`config.mk`:
```
export PLATFORM = sky130hd
export DESIGN_NAME = spinner_bank
export DESIGN_NICKNAME = d
export VERILOG_FILES = /design/src/rtl/spinner_pkg.sv /design/src/rtl/spinner_chan.sv /design/src/rtl/spinner_bank.sv
export SDC_FILE = /design/constraint.sdc
export NUM_CORES = 1
export LEC_CHECK = 0
export CORE_ASPECT_RATIO = 0.6
export CORE_UTILIZATION = 30
export CTS_CLUSTER_SIZE = 20
export DETAILED_ROUTE_END_ITERATION = 10
export SETUP_SLACK_MARGIN = 0.05
export SLEW_MARGIN = 0
export SYNTH_ARGS = -nofsm -noshare
export SYNTH_HDL_FRONTEND = slang
export SYNTH_SLANG_ARGS = --single-unit
```
`constraint.sdc`:
```
create_clock -name clk -period 8.3 [get_ports clk]
set_input_delay 1.66 -clock clk [delete_from_list [all_inputs] [get_ports clk]]
set_output_delay 1.66 -clock clk [all_outputs]
set_load 0.1 [all_outputs]
```
`src/rtl/spinner_pkg.sv`:
```
`default_nettype none
// ============================================================================
// Module      : spinner_pkg
// Description : Shared types, constants and helpers for the spinner bank.
// Revision    : 1.0 - initial release
// ============================================================================
package spinner_pkg;

    localparam int SPIN_PKT_W = 9;

    typedef enum logic [1:0] {
        NONE = 2'd0,
        UP   = 2'd1,
        DN   = 2'd2
    } dir_t;

    function automatic int clamp_pos(input int sum, input int lo, input int hi);
        if (sum < lo) begin
            return lo;
        end
        if (sum > hi) begin
            return hi;
        end
        return sum;
    endfunction

endpackage
`default_nettype wire

```
`src/rtl/spinner_chan.sv`:
```
`default_nettype none
// ============================================================================
// Module      : spinner_chan
// Description : One position accumulator merging button steps and analog
//               spinner packets. Build option: SPINNER_ACCEL_EN.
// Revision    : 1.0 - initial release
// ============================================================================
module spinner_chan
    import spinner_pkg::*;
#(
    parameter int OUT_W    = 8,
    parameter int STEP_MIN = 1,
    parameter int STEP_MAX = 12,
    parameter int STEP_INC = 1,
    parameter int SPIN_SHL = 0,
    parameter int CLAMP    = 0,
    parameter int POS_MIN  = 0,
    parameter int POS_MAX  = (1 << OUT_W) - 1,
    parameter int POS_INIT = 0
) (
    input  logic                  clk,
    input  logic                  reset_n,
    input  logic                  i_sedge,
    input  logic                  i_plus,
    input  logic                  i_minus,
    input  logic [SPIN_PKT_W-1:0] i_spin,
    output logic [OUT_W-1:0]      o_pos,
    output logic                  o_moved,
    output logic                  o_pkt
);

    // Step register needs headroom for one increment before the ceiling test.
    localparam int c_STEP_W = $clog2(STEP_MAX + STEP_INC + 1);
    // Wide enough that no pos + step + shifted delta combination overflows.
    localparam int c_SUM_W  = ((OUT_W > 11) ? OUT_W : 11) + 3;
    localparam logic [c_STEP_W-1:0] c_STEP_MIN = c_STEP_W'(STEP_MIN);
    localparam logic [OUT_W-1:0]    c_POS_INIT = OUT_W'(POS_INIT);

    logic [OUT_W-1:0]           r_pos;
    logic                       r_moved;
    logic                       r_armed;
    logic                       r_tog_d;
    logic                       w_btn;
    logic                       w_pkt;
    logic [c_STEP_W-1:0]        w_step_use;
    logic signed [7:0]          w_raw;
    logic signed [c_SUM_W-1:0]  w_aext;
    logic signed [c_SUM_W-1:0]  w_step_ext;
    logic signed [c_SUM_W-1:0]  w_pos_ext;
    logic signed [c_SUM_W-1:0]  w_bdelta;
    logic signed [c_SUM_W-1:0]  w_adelta;
    logic signed [c_SUM_W-1:0]  w_sum;
    logic [OUT_W-1:0]           w_pos_next;

    assign w_btn = i_plus ^ i_minus;

`ifdef SPINNER_ACCEL_EN
    localparam logic [c_STEP_W-1:0] c_STEP_MAX = c_STEP_W'(STEP_MAX);

    dir_t                r_dir_last;
    dir_t                w_dir_next;
    logic [c_STEP_W-1:0] r_step;
    logic [c_STEP_W-1:0] w_step_next;
    logic [c_STEP_W-1:0] w_grow;

    // A reversal (or first press) restarts at the minimum step before growing.
    always_comb begin
        w_dir_next  = r_dir_last;
        w_step_next = r_step;
        w_step_use  = r_step;
        w_grow      = '0;
        if (i_sedge) begin
            if (w_btn) begin
                w_dir_next = i_plus ? UP : DN;
                if (w_dir_next != r_dir_last) begin
                    w_step_use = c_STEP_MIN;
                end
                w_grow      = w_step_use + c_STEP_W'(STEP_INC);
                w_step_next = (w_grow > c_STEP_MAX) ? c_STEP_MAX : w_grow;
            end else begin
                w_dir_next  = NONE;
                w_step_next = c_STEP_MIN;
            end
        end
    end

    always_ff @(posedge clk or negedge reset_n) begin
        if (!reset_n) begin
            r_dir_last <= NONE;
            r_step     <= c_STEP_MIN;
        end else begin
            r_dir_last <= w_dir_next;
            r_step     <= w_step_next;
        end
    end
`else
    assign w_step_use = c_STEP_MIN;
`endif

    assign w_step_ext = $signed({{(c_SUM_W - c_STEP_W){1'b0}}, w_step_use});
    assign w_pos_ext  = $signed({{(c_SUM_W - OUT_W){1'b0}}, r_pos});

    always_comb begin
        w_bdelta = '0;
        if (i_sedge && w_btn) begin
            w_bdelta = i_plus ? w_step_ext : -w_step_ext;
        end
    end

    // The first cycle after reset only learns the toggle phase.
    assign w_pkt    = r_armed && (i_spin[SPIN_PKT_W-1] != r_tog_d);
    assign w_raw    = i_spin[7:0];
    assign w_aext   = w_raw;
    assign w_adelta = w_pkt ? (w_aext <<< SPIN_SHL) : '0;
    assign w_sum    = w_pos_ext + w_bdelta + w_adelta;

    always_comb begin
        w_pos_next = w_sum[OUT_W-1:0];
        if (CLAMP != 0) begin
            w_pos_next = OUT_W'(clamp_pos(int'(w_sum), POS_MIN, POS_MAX));
        end
    end

    always_ff @(posedge clk or negedge reset_n) begin
        if (!reset_n) begin
            r_pos   <= c_POS_INIT;
            r_moved <= 1'b0;
            r_armed <= 1'b0;
            r_tog_d <= 1'b0;
        end else begin
            r_pos   <= w_pos_next;
            r_moved <= (w_pos_next != r_pos);
            r_armed <= 1'b1;
            r_tog_d <= i_spin[SPIN_PKT_W-1];
        end
    end

    assign o_pos   = r_pos;
    assign o_moved = r_moved;
    assign o_pkt   = w_pkt;

endmodule
`default_nettype wire

```
`src/rtl/spinner_bank.sv`:
```
`default_nettype none
// ============================================================================
// Module      : spinner_bank
// Description : Parametrised bank of spinner/button position channels with
//               shared strobe edge detect and last-analog-channel tracking.
//               Build option: SPINNER_ACCEL_EN enables button acceleration.
// Revision    : 1.0 - initial release
// ============================================================================
module spinner_bank
    import spinner_pkg::*;
#(
    parameter int CHANNELS = 2,
    parameter int OUT_W    = 8,
    parameter int STEP_MIN = 1,
    parameter int STEP_MAX = 12,
    parameter int STEP_INC = 1,
    parameter int SPIN_SHL = 0,
    parameter int CLAMP    = 0,
    parameter int POS_MIN  = 0,
    parameter int POS_MAX  = (1 << OUT_W) - 1,
    parameter int POS_INIT = 0,
    localparam int CH_W    = (CHANNELS > 1) ? $clog2(CHANNELS) : 1
) (
    input  logic                           clk,
    input  logic                           reset_n,
    input  logic                           strobe,
    input  logic [CHANNELS-1:0]            plus,
    input  logic [CHANNELS-1:0]            minus,
    input  logic [SPIN_PKT_W*CHANNELS-1:0] spin_in,
    output logic [OUT_W*CHANNELS-1:0]      pos,
    output logic [CHANNELS-1:0]            moved,
    output logic [CH_W-1:0]                active_ch
);

    logic                r_strobe_d;
    logic                w_sedge;
    logic [CHANNELS-1:0] w_pkt;
    logic [CH_W-1:0]     r_active_ch;
    logic [CH_W-1:0]     w_act_next;

    assign w_sedge = strobe & ~r_strobe_d;

    generate
        for (genvar gi = 0; gi < CHANNELS; gi++) begin : g_chan
            spinner_chan #(
                .OUT_W    (OUT_W),
                .STEP_MIN (STEP_MIN),
                .STEP_MAX (STEP_MAX),
                .STEP_INC (STEP_INC),
                .SPIN_SHL (SPIN_SHL),
                .CLAMP    (CLAMP),
                .POS_MIN  (POS_MIN),
                .POS_MAX  (POS_MAX),
                .POS_INIT (POS_INIT)
            ) u_chan (
                .clk     (clk),
                .reset_n (reset_n),
                .i_sedge (w_sedge),
                .i_plus  (plus[gi]),
                .i_minus (minus[gi]),
                .i_spin  (spin_in[gi*SPIN_PKT_W +: SPIN_PKT_W]),
                .o_pos   (pos[gi*OUT_W +: OUT_W]),
                .o_moved (moved[gi]),
                .o_pkt   (w_pkt[gi])
            );
        end
    endgenerate

    // Scan high to low so the lowest-numbered packet channel wins.
    always_comb begin
        w_act_next = r_active_ch;
        for (int i = CHANNELS - 1; i >= 0; i--) begin
            if (w_pkt[i]) begin
                w_act_next = CH_W'(i);
            end
        end
    end

    always_ff @(posedge clk or negedge reset_n) begin
        if (!reset_n) begin
            r_strobe_d  <= 1'b0;
            r_active_ch <= '0;
        end else begin
            r_strobe_d  <= strobe;
            r_active_ch <= w_act_next;
        end
    end

    assign active_ch = r_active_ch;

endmodule
`default_nettype wire

```
==> key figures <==
Synthesis
  – Post-synth ARST share: 100%
  – Post-synthesis sequential area ratio: 30.6%
  – XOR/XNOR Fraction of Synth Area: 16.1%
  – Mux contribution to synthesized area: 0.532%
  – EDFF count, synth: 0
  – Simple-Gate Fraction of Synth Area: 11.2%
  – Yosys Warn Count: 0
  – Mapped Cells: 189
  – Number of distinct library cells after synthesis: 34
  – Flops & latches, synth: 23
  – Syn nets: 242
  – Cell area after synthesis: 0.00188 sq mm
  – Compound-cell area share of the yosys netlist: 8.24%
  – Main combinational cell family by area after synthesis: adder cells
  – Mean Syn Cell Area: 9.96 sq um
  – Synthesized-area fraction occupied by adder cells: 25.0%
  – Synth Flop Type: dfrtp_1

Place
  – Post-detail-place hpwl: 3.40 mm
  – Pre-CTS WS: 2.87 ns
  – Gpl congestion: 0.780
  – Port Buffers: 43

Die
  – Chip width: 104 microns
  – Die footprint: 0.00661 sq mm
  – Effective utilization at floorplan: 32.4%
  – I/O pin count: 44
  – Die Ht: 63.4 microns
  – Site Rows: 21
  – Core ar.: 0.00581 sq mm

Clock network
  – Hold_buf cts: 0
  – Post-CTS Resized: 0
  – Post-CTS setup buffers: 0
  – Clk buf depth: 2
  – CTS Buf Count: 3
  – Root Driver: clkbuf_8
  – Skew-Pair Late Insertion Delay: 0.27 ns
  – Clock transition at path regs: 0.08 ns
  – CTS tree: yes
  – Clock sinks: 23
  – H-tree levels: 1

Worst setup path
  – Setup CP Type: in2reg
  – WP data arrival: 5.28 ns
  – Critical path data required time: 8.44 ns
  – Crit path capture type: flop
  – Crit Path Max Fanout: 7
  – Startpoint Class: primary input

Timing
  – Setup Viol. Count Final: 0
  – Slew Viols, Final: 0
  – Fmax achieved: 194 MHz
  – RSZ-0062 raised after global routing: no
  – Worst slew pin tran: 1.01 ns
  – Fin. Hold Viols: 0
  – Rel. slew slack: 32.5%
  – Fin crit period: 5.14 ns
  – Final hold slack: 0.486 ns
  – Worst Skew: 0.00937 ns
  – Setup ws final: 3.16 ns
  – Final period util: 62.0%
  – Setup TNS Final: 0 ns

Route
  – Via count: 1340
  – Post-Route WL: 4.15 mm
  – DRT iter0 DRCs: 27
  – Post-route antenna net violation count: 0
  – Wire per inst: 13.3 microns
  – Post-route DRC: 0
  – Pre-antenna DRT Iters: 4
  – Vias/cell: 4.28

Global routing
  – Total GRT Usage: 14.4%
  – GRT Residual Overflow: 0
  – Pin count of the biggest net entering global routing: 24
  – Initial antenna violation count: 0
  – First-pass GRT wire length: 7.35 mm
  – Vias in the first global route: 1415

Finish
  – Nets: 287
  – Filler instances: 575
  – Commonest non-fill, non-tap cells in the layout: 43 x clkdlybuf4s50_1, 35 x inv_1, 23 x dfrtp_1
  – ANT cells: 0
  – Layout cell share with drive strength beyond 1: 3.43%
  – Area growth syn-to-layout: 29.8%
  – Most common cell after layout, fill and taps aside: clkdlybuf4s50_1

Hold path
  – Hold/Removal Path Class: reg2reg

Run
  – Max cap viols: 0

Outcome
  – Status: complete, no violations
[flip-flops by register name, indices dropped and copies added (netlist names)]
name and cells:
active_ch 1, g_chan.u_chan.r_tog_d 2, g_chan.u_chan.r_armed 1, g_chan.u_chan.o_moved 2, r_strobe_d 1, g_chan.u_chan.o_pos 16
[logic make-up (layout without fill, tap and decap cells)]
group                    count (synthesis)  after routing
AO/OA/AOI/OAI                           20             20
XOR/XNOR                                33             33
adder cells (fa/ha/maj)                 28             28
buffers and inverters                   39             83
flip-flops                              23             23
multiplexers                             1              1
other                                    1              1
AND/OR/NAND/NOR                         44             44
[synthesized netlist by cell type, types with 2 or more instances]
master	instances	area, sq um
o21bai_1	2	15.0
xor2_1	15	131
inv_1	35	131
ha_1	12	150
and2_1	3	18.8
a21oi_1	6	30.0
nand2_1	16	60.1
xnor2_1	17	149
fa_1	16	320
a211oi_1	3	22.5
nand3_1	4	20.0
o21ai_0	2	10.0
buf_4	2	15.0
nor2_1	11	41.3
nand4_1	2	12.5
dfrtp_1	23	576
clkbuf_1	2	7.51
and3_1	2	12.5
[critical path: stages]
cell,delay [ns]
clkdlybuf4s50_1,0.49
nor2b_1,0.24
nand3b_1,0.47
fa_1,0.67
inv_1,0.04
ha_1,0.22
fa_1,0.41
a211oi_1,0.33
o21bai_1,0.12
a21oi_1,0.21
xor2_1,0.29
nand4_1,0.12
[worst paths after layout]
path,endpoint,cells after the start,slack (ns),startpoint
min in group asynchronous,g_chan[0].u_chan.o_pos[4],2,1.74,reset_n
worst max-delay path,g_chan[1].u_chan.o_moved,12,3.16,strobe
worst max register to register,g_chan[1].u_chan.o_moved,11,4.68,r_strobe_d
worst min register to register,g_chan[1].u_chan.o_pos[7],1,0.49,g_chan[1].u_chan.o_pos[7]
worst min-delay path,g_chan[1].u_chan.o_pos[7],1,0.49,g_chan[1].u_chan.o_pos[7]
max in group asynchronous,g_chan[1].u_chan.o_pos[5],2,6.29,reset_n
[per-stage QoR]
step                util, %  cell area [sq um]  instances
floorplan                 -               1880        189
global placement       41.3               2400        309
detailed placement     41.3               2400        309
CTS                    42.1               2440        313
global route           42.1               2440        313
finish                 42.1               2440        313
[layer usage]
layer / vias up / share of wire (%) / GRT usage (%)
met4: 0 / 0 / 1.07
met5: - / 0 / 0
met1: 625 / 59 / 23.6
met3: 0 / 4.7 / 3.73
met2: 33 / 36 / 18.8
li1: 682 / - / -
[final cells by class]
cell class	count	area [sq um]	area share, %
timing repair buffer	44	438	17.9
clock buffer	3	41.3	1.69
tap	80	100	4.09
clock inverter	1	5.00	0.205
multi-input combinational	127	1150	47.2
sequential	23	576	23.5
inverter	35	131	5.37
Power is left out: the tool's default activity adds up to more than one toggle a clock period on the data nets, which glitch-free logic cannot reach.
